[src/rtl/rot_axi_boundary_pkg.sv]
// Shared types for the RoT outbound AXI boundary: isolation FSM states, counter
// width helper and the default 32-bit / 64-bit address AXI channel structs.
package rot_axi_boundary_pkg;

  typedef enum logic [1:0] {
    RUN      = 2'd0,
    DRAIN    = 2'd1,
    ISOLATED = 2'd2
  } iso_state_e;

  function automatic int unsigned cnt_w(input int unsigned max_val);
    return $clog2(max_val + 1);
  endfunction

  localparam int unsigned AxiDataWidth = 32;
  localparam int unsigned AxiIdW       = 8;
  localparam int unsigned AxiUserW     = 1;

  typedef struct packed {
    logic [AxiIdW-1:0]   id;
    logic [31:0]         addr;
    logic [7:0]          len;
    logic [2:0]          size;
    logic [1:0]          burst;
    logic [2:0]          prot;
    logic [AxiUserW-1:0] user;
  } axi32_ax_chan_t;

  typedef struct packed {
    logic [AxiIdW-1:0]   id;
    logic [63:0]         addr;
    logic [7:0]          len;
    logic [2:0]          size;
    logic [1:0]          burst;
    logic [2:0]          prot;
    logic [AxiUserW-1:0] user;
  } axi64_ax_chan_t;

  typedef struct packed {
    logic [AxiDataWidth-1:0]   data;
    logic [AxiDataWidth/8-1:0] strb;
    logic                      last;
    logic [AxiUserW-1:0]       user;
  } axi_w_chan_t;

  typedef struct packed {
    logic [AxiIdW-1:0]   id;
    logic [1:0]          resp;
    logic [AxiUserW-1:0] user;
  } axi_b_chan_t;

  typedef struct packed {
    logic [AxiIdW-1:0]       id;
    logic [AxiDataWidth-1:0] data;
    logic [1:0]              resp;
    logic                    last;
    logic [AxiUserW-1:0]     user;
  } axi_r_chan_t;

  typedef struct packed {
    axi32_ax_chan_t aw;
    logic           aw_valid;
    axi_w_chan_t    w;
    logic           w_valid;
    logic           b_ready;
    axi32_ax_chan_t ar;
    logic           ar_valid;
    logic           r_ready;
  } axi32_req_t;

  typedef struct packed {
    axi64_ax_chan_t aw;
    logic           aw_valid;
    axi_w_chan_t    w;
    logic           w_valid;
    logic           b_ready;
    axi64_ax_chan_t ar;
    logic           ar_valid;
    logic           r_ready;
  } axi64_req_t;

  typedef struct packed {
    logic        aw_ready;
    logic        ar_ready;
    logic        w_ready;
    axi_b_chan_t b;
    logic        b_valid;
    axi_r_chan_t r;
    logic        r_valid;
  } axi_rsp_t;

endpackage

[src/rtl/rot_axi_txn_counter.sv]
// Saturating up/down outstanding-transaction counter; simultaneous inc and dec
// cancel out.
module rot_axi_txn_counter
  import rot_axi_boundary_pkg::*;
#(
  parameter int unsigned Max = 8
) (
  input  logic clk_i,
  input  logic rst_ni,
  input  logic inc_i,
  input  logic dec_i,
  output logic max_o,
  output logic zero_o
);

  localparam int unsigned W = cnt_w(Max);

  logic [W-1:0] cnt_d, cnt_q;

  assign max_o  = (cnt_q == W'(Max));
  assign zero_o = (cnt_q == '0);

  always_comb begin
    cnt_d = cnt_q;
    if (inc_i && !dec_i && !max_o) begin
      cnt_d = cnt_q + 1'b1;
    end else if (dec_i && !inc_i && !zero_o) begin
      cnt_d = cnt_q - 1'b1;
    end
  end

  always_ff @(posedge clk_i or negedge rst_ni) begin
    if (!rst_ni) begin
      cnt_q <= '0;
    end else begin
      cnt_q <= cnt_d;
    end
  end

  // A compliant master side never retires more than it issued, and the
  // admission gate never lets the count pass Max.
  assert property (@(posedge clk_i) disable iff (!rst_ni) !(dec_i && !inc_i && zero_o));
  assert property (@(posedge clk_i) disable iff (!rst_ni) !(inc_i && !dec_i && max_o));

endmodule

[src/rtl/rot_axi_boundary.sv]
// AXI boundary after the RoT data-width converter: extends addresses with a
// window register, caps outstanding bursts and implements drain-then-fence isolation.
module rot_axi_boundary
  import rot_axi_boundary_pkg::*;
#(
  parameter int unsigned AxiAddrWidth = 64,
  parameter int unsigned AxiIdWidth   = 8,
  parameter int unsigned MaxWrTxns    = 8,
  parameter int unsigned MaxRdTxns    = 8,
  parameter type slv_req_t = axi32_req_t,
  parameter type slv_rsp_t = axi_rsp_t,
  parameter type mst_req_t = axi64_req_t,
  parameter type mst_rsp_t = axi_rsp_t,
  localparam int unsigned HiW = (AxiAddrWidth > 32) ? AxiAddrWidth - 32 : 1
) (
  input  logic           clk_i,
  input  logic           rst_ni,
  input  slv_req_t       slv_req_i,
  output slv_rsp_t       slv_rsp_o,
  output mst_req_t       mst_req_o,
  input  mst_rsp_t       mst_rsp_i,
  input  logic [HiW-1:0] addr_hi_i,
  input  logic           isolate_req_i,
  output logic           isolate_ack_o,
  output logic           busy_o
);

  iso_state_e                state_d, state_q;
  logic                      iso_ack_q;
  logic [HiW-1:0]            addr_hi_d, addr_hi_q;
  logic [AxiAddrWidth-1:0]   aw_addr_ext, ar_addr_ext;
  logic wr_max, wr_zero, rd_max, rd_zero, wp_max, wp_zero, all_zero;
  logic aw_open, ar_open, w_open;
  logic aw_hs, ar_hs, w_last_hs, b_hs, r_last_hs;

  assign all_zero = wr_zero && rd_zero && wp_zero;
  assign busy_o   = !all_zero;

  // valid/ready: a beat transfers when valid && ready in the same cycle. The
  // AW/AR gates depend only on registered state, so gating valid and ready with
  // the same term keeps both sides consistent; W may open on a same-cycle AW.
  assign aw_open   = (state_q == RUN) && !wr_max;
  assign ar_open   = (state_q == RUN) && !rd_max;
  assign aw_hs     = slv_req_i.aw_valid && aw_open && mst_rsp_i.aw_ready;
  assign ar_hs     = slv_req_i.ar_valid && ar_open && mst_rsp_i.ar_ready;
  assign w_open    = !wp_zero || aw_hs;
  assign w_last_hs = slv_req_i.w_valid && w_open && mst_rsp_i.w_ready && slv_req_i.w.last;
  assign b_hs      = mst_rsp_i.b_valid && slv_req_i.b_ready;
  assign r_last_hs = mst_rsp_i.r_valid && slv_req_i.r_ready && mst_rsp_i.r.last;

  rot_axi_txn_counter #(.Max(MaxWrTxns)) u_wr_cnt (
    .clk_i, .rst_ni, .inc_i(aw_hs), .dec_i(b_hs), .max_o(wr_max), .zero_o(wr_zero)
  );
  rot_axi_txn_counter #(.Max(MaxRdTxns)) u_rd_cnt (
    .clk_i, .rst_ni, .inc_i(ar_hs), .dec_i(r_last_hs), .max_o(rd_max), .zero_o(rd_zero)
  );
  rot_axi_txn_counter #(.Max(MaxWrTxns)) u_w_pend (
    .clk_i, .rst_ni, .inc_i(aw_hs), .dec_i(w_last_hs), .max_o(wp_max), .zero_o(wp_zero)
  );

  if (AxiAddrWidth > 32) begin : g_addr_ext
    assign aw_addr_ext = {addr_hi_q, slv_req_i.aw.addr};
    assign ar_addr_ext = {addr_hi_q, slv_req_i.ar.addr};
  end else begin : g_addr_pass
    assign aw_addr_ext = slv_req_i.aw.addr;
    assign ar_addr_ext = slv_req_i.ar.addr;
  end

  always_comb begin
    mst_req_o          = '0;
    mst_req_o.aw.id    = slv_req_i.aw.id;
    mst_req_o.aw.addr  = aw_addr_ext;
    mst_req_o.aw.len   = slv_req_i.aw.len;
    mst_req_o.aw.size  = slv_req_i.aw.size;
    mst_req_o.aw.burst = slv_req_i.aw.burst;
    mst_req_o.aw.prot  = slv_req_i.aw.prot;
    mst_req_o.aw.user  = slv_req_i.aw.user;
    mst_req_o.aw_valid = slv_req_i.aw_valid && aw_open;
    mst_req_o.w        = slv_req_i.w;
    mst_req_o.w_valid  = slv_req_i.w_valid && w_open;
    mst_req_o.b_ready  = slv_req_i.b_ready;
    mst_req_o.ar.id    = slv_req_i.ar.id;
    mst_req_o.ar.addr  = ar_addr_ext;
    mst_req_o.ar.len   = slv_req_i.ar.len;
    mst_req_o.ar.size  = slv_req_i.ar.size;
    mst_req_o.ar.burst = slv_req_i.ar.burst;
    mst_req_o.ar.prot  = slv_req_i.ar.prot;
    mst_req_o.ar.user  = slv_req_i.ar.user;
    mst_req_o.ar_valid = slv_req_i.ar_valid && ar_open;
    mst_req_o.r_ready  = slv_req_i.r_ready;

    slv_rsp_o          = '0;
    slv_rsp_o.aw_ready = mst_rsp_i.aw_ready && aw_open;
    slv_rsp_o.ar_ready = mst_rsp_i.ar_ready && ar_open;
    slv_rsp_o.w_ready  = mst_rsp_i.w_ready && w_open;
    slv_rsp_o.b        = mst_rsp_i.b;
    slv_rsp_o.b_valid  = mst_rsp_i.b_valid;
    slv_rsp_o.r        = mst_rsp_i.r;
    slv_rsp_o.r_valid  = mst_rsp_i.r_valid;
  end

  // The window only moves while nothing is outstanding.
  assign addr_hi_d = all_zero ? addr_hi_i : addr_hi_q;

  always_comb begin
    state_d = state_q;
    case (state_q)
      RUN:      if (isolate_req_i) state_d = DRAIN;
      DRAIN: begin
        if (!isolate_req_i) state_d = RUN;
        else if (all_zero)  state_d = ISOLATED;
      end
      ISOLATED: if (!isolate_req_i) state_d = RUN;
      default:  state_d = RUN;
    endcase
  end

  always_ff @(posedge clk_i or negedge rst_ni) begin
    if (!rst_ni) begin
      state_q   <= RUN;
      iso_ack_q <= 1'b0;
      addr_hi_q <= '0;
    end else begin
      state_q   <= state_d;
      iso_ack_q <= (state_d == ISOLATED);
      addr_hi_q <= addr_hi_d;
    end
  end

  assign isolate_ack_o = iso_ack_q;

  assert property (@(posedge clk_i) disable iff (!rst_ni) wp_max |-> wr_max);
  assert property (@(posedge clk_i) disable iff (!rst_ni)
                   (AxiAddrWidth >= 32) && ($bits(slv_req_i.aw.id) == AxiIdWidth));

endmodule

[config.mk]
export PLATFORM = sky130hd
export DESIGN_NAME = rot_axi_boundary
export DESIGN_NICKNAME = d
export VERILOG_FILES = /design/src/rtl/rot_axi_boundary_pkg.sv /design/src/rtl/rot_axi_txn_counter.sv /design/src/rtl/rot_axi_boundary.sv
export SDC_FILE = /design/constraint.sdc
export NUM_CORES = 1
export LEC_CHECK = 0
export BUFFER_PORTS_ARGS = -buffer_cell sky130_fd_sc_hd__buf_2
export CORE_AREA = 2 2 210 212
export CTS_CLUSTER_SIZE = 16
export DETAILED_ROUTE_END_ITERATION = 12
export DIE_AREA = 0 0 212 214
export GPL_TIMING_DRIVEN = 0
export PLACE_DENSITY = 0.35
export SYNTH_ARGS = -nofsm -noshare
export SYNTH_HDL_FRONTEND = slang
export SYNTH_SLANG_ARGS = --single-unit
[constraint.sdc]
create_clock -name clk_i -period 2.8 [get_ports clk_i]
set_input_delay 0.56 -clock clk_i [delete_from_list [all_inputs] [get_ports clk_i]]
set_output_delay 0.56 -clock clk_i [all_outputs]
set_load 0.02 [all_outputs]
==> flow_summary.json <==
{
  "clockBufferDepth": 2,
  "synth.cell_area_um2": 4020,
  "syn_to_final_growth_pct": 66.4,
  "setup_viol": 0,
  "yosys.area_share.xor_xnor_pct": 1.96,
  "routed_wl_um": 14300,
  "p_sw_mw": 1.69,
  "power_density_nw_per_um2": 620,
  "rr_startpoint": "u_wr_cnt.cnt_q[0]",
  "hold_viol": 0,
  "synth_compound_area_share_pct": 2.18,
  "yosysMostFrequentCell": "buf_4",
  "syn_nets": 668,
  "synth_area_per_cell_um2": 9.87,
  "numCtsBuffers": 5,
  "netSwitchingFraction_pct": 40.8,
  "grt_max_degree": 48,
  "status": "completed",
  "grt.total_usage_pct": 5.77,
  "reg2reg_depth": 10,
  "synth_top_family_by_area": "buffers and inverters",
  "ios": 535,
  "dp_hpwl_um": 12400,
  "muxShareOfSynthArea_pct": 11.6,
  "pwr-share-comb_pct": 53.9,
  "synth_area_leaders": "buf_4 45%, dfrtp_1 29%, mux2_2 9.8%, ha_1 1.9%, fa_1 1.5%",
  "period_needed_ns": 2.70,
  "tightest_slew_ns": 0.673,
  "async_reset_ff_share_pct": 100,
  "clk_pin_slew_ns": 0.07,
  "p_leak_nw": 3.56,
  "cts_root_buf": "clkbuf_16",
  "synth_flop_cell": "dfrtp_1",
  "grt_pass1_wl_um": 19600,
  "core_um2": 42900,
  "route.detailed.drc": 0,
  "p_seq_share_pct": 28.3,
  "ys_warn_count": 0,
  "antenna_left": 0,
  "intPower_mw": 2.45,
  "die_area_um2": 45400,
  "place.gp.congestion": 0.694,
  "synth_top_area_cell": "buf_4",
  "start_util_pct": 9.37,
  "drtIter0Drc": 47,
  "synth_adder_area_share_pct": 3.36,
  "worstSetupPathType": "reg2reg",
  "fin_tns_setup_ns": 0,
  "final_nets": 1011,
  "period_share_pct": 96.6,
  "die_h_um": 214,
  "synth_common_cells": "243 x buf_4, 47 x dfrtp_1, 35 x mux2_2, 7 x nor2_1, 6 x ha_1",
  "overflow": 0,
  "synth-seq-area-share_pct": 29.3,
  "p_clk_share_pct": 17.9,
  "drv_cap": 0,
  "hold_path_class": "in2async",
  "endpoint_kind": "register",
  "r2r_setup_slack_ns": 0.1,
  "antenna_found_initial": 2,
  "path_max_fanout": 8,
  "cp.required_ns": 2.99,
  "crit_path_start_kind": "register",
  "die_w_um": 212,
  "slew_viol_final": 0,
  "avgRoutedWirePerCell_um": 10.7,
  "drt-pass1-iter-count": 4,
  "synthSimpleGateAreaFrac_pct": 5.54,
  "yosysTopAreaCellShare_pct": 45.4,
  "yosys.cell_types.count": 33,
  "tritoncts": "done",
  "synthCells": 407,
  "htreeDepth": 2,
  "drive_gt1_share_pct": 84.7,
  "rsz0062_at_grt": "true",
  "r2r_end": "u_w_pend.cnt_q[3]",
  "insertion_delay_ns": 0.30,
  "numClockSinks": 47,
  "synth_edf_count": 0,
  "ys_ff_latch": 47,
  "arrival_ns": 2.89,
  "post_drt_via_cell_ratio": 2.73,
  "rows": 76,
  "fin_skew_ns": 0.00694,
  "vias": 3653,
  "io_buffers": 329,
  "grt_pass1_vias": 3502,
  "max_freq_mhz": 370,
  "relSlewSlack_pct": 55.1,
  "power_mw": 4.14,
  "ir_drop_uv": 323
}
==> cell families after synthesis <==
group                      after synthesis
muxes                                   42
xor gates and xnor gates                 9
AOI/OAI and AO/OA                       13
buffers and inverters                  248
DFF                                     47
adders and majority gates                9
and+or+nand+nor                         39
==> how the worst max path moves through the flow <==
stage | start | to | slack (ns) | depth (start not counted)
after global routing | u_wr_cnt.cnt_q[1] | busy_o | -0.005 | 4
final | u_wr_cnt.cnt_q[0] | u_w_pend.cnt_q[3] | 0.1 | 10
after CTS | u_wr_cnt.cnt_q[0] | u_w_pend.cnt_q[3] | 0.01 | 10
after global placement | u_w_pend.cnt_q[1] | busy_o | -0.17 | 5
after detailed placement | u_w_pend.cnt_q[1] | busy_o | -0.18 | 5
after floorplan | u_wr_cnt.cnt_q[1] | u_w_pend.cnt_q[3] | 0.01 | 10
==> power by group through the flow <==
stage | clock [mW] | combinational (mW) | sequential [mW]
floorplan | 0 | 1.38 | 1.31
global placement | 0 | 2.19 | 1.20
detailed placement | 0 | 2.18 | 1.19
CTS | 0.785 | 2.26 | 1.18
global route | 0.811 | 2.41 | 1.22
finish | 0.740 | 2.23 | 1.17
==> cells in the final DEF, fill, tap and decap left out, types with 2 or more instances in the layout <==
cell type and instances:
a21oi_1 2, mux2_2 34, dfrtp_2 2, clkbuf_1 2, fa_1 3, nor3_1 4, xnor2_1 4, clkbuf_16 5
nor2_1 6, dfrtp_1 45, o21ai_0 2, xor2_1 5, and2_1 3, nand3_1 3, nand2_2 2, mux2i_1 5
a21boi_0 3, a21o_1 3, nand2_1 4, or3_1 2, ha_1 6, and3_1 3, buf_2 329, buf_4 249
nor2b_1 2, mux2_1 2, clkbuf_8 2
==> routing by layer <==
metal / wire length, um / vias up / global-route usage [%]
li1: - / 1754 / -
met1: 4690 / 1615 / 5.38
met2: 7880 / 265 / 11.5
met3: 1200 / 17 / 1.20
met4: 541 / 2 / 3.08
met5: 16 / - / 0
==> through the flow <==
step	cell area [um^2]	hold WS (ns)	setup slack (ns)	utilization, %	instances
6_report	6680	0.219	0.0958	15.6	1337
2_1_floorplan	4020	0.264	0.0119	-	407
5_1_grt	6680	0.258	-0.00475	15.6	1337
4_1_cts	6660	0.458	0.00972	15.5	1335
3_5_place_dp	6400	0.477	-0.182	14.9	1321
3_3_place_gp	6400	0.471	-0.174	14.9	1321
==> flip-flops by register name, summed over array words and instances (netlist names) <==
name            cells
addr_hi_q          32
isolate_ack_o       1
u_w_pend.cnt_q      4
state_q             2
u_wr_cnt.cnt_q      4
u_rd_cnt.cnt_q      4
==> worst max-delay path, cell delays in order (launching register included) <==
cell	delay [ns]
dfrtp_2	0.42
or4b_4	0.55
and4_4	0.16
buf_6	0.13
and2_4	0.16
nand2_2	0.06
ha_1	0.22
a21o_1	0.16
a21oi_2	0.17
mux2_4	0.31
mux2_2	0.25
==> area by class of cell <==
class / count / area [um^2]
fillers: 4797 / 36200
plain buffers: 247 / 1860
repair buffers: 336 / 1710
flip-flops and latches: 47 / 1180
multi-input cells: 112 / 1020
well taps: 585 / 732
clock buffers: 6 / 139
clock inverters: 2 / 35.0
inverters: 1 / 3.75
diodes: 1 / 2.50
==> what timing repair did <==
| item | 4_1_cts | 5_1_grt |
|---|---|---|
| hold buffers | 0 | 0 |
| cloned | 0 | 0 |
| setup endpoints to repair | 2 | 2 |
| resized for setup | 9 | 2 |
| setup buffers | 6 | 0 |
| pin swaps | 3 | 3 |
Power figures use the tool's default switching activity.
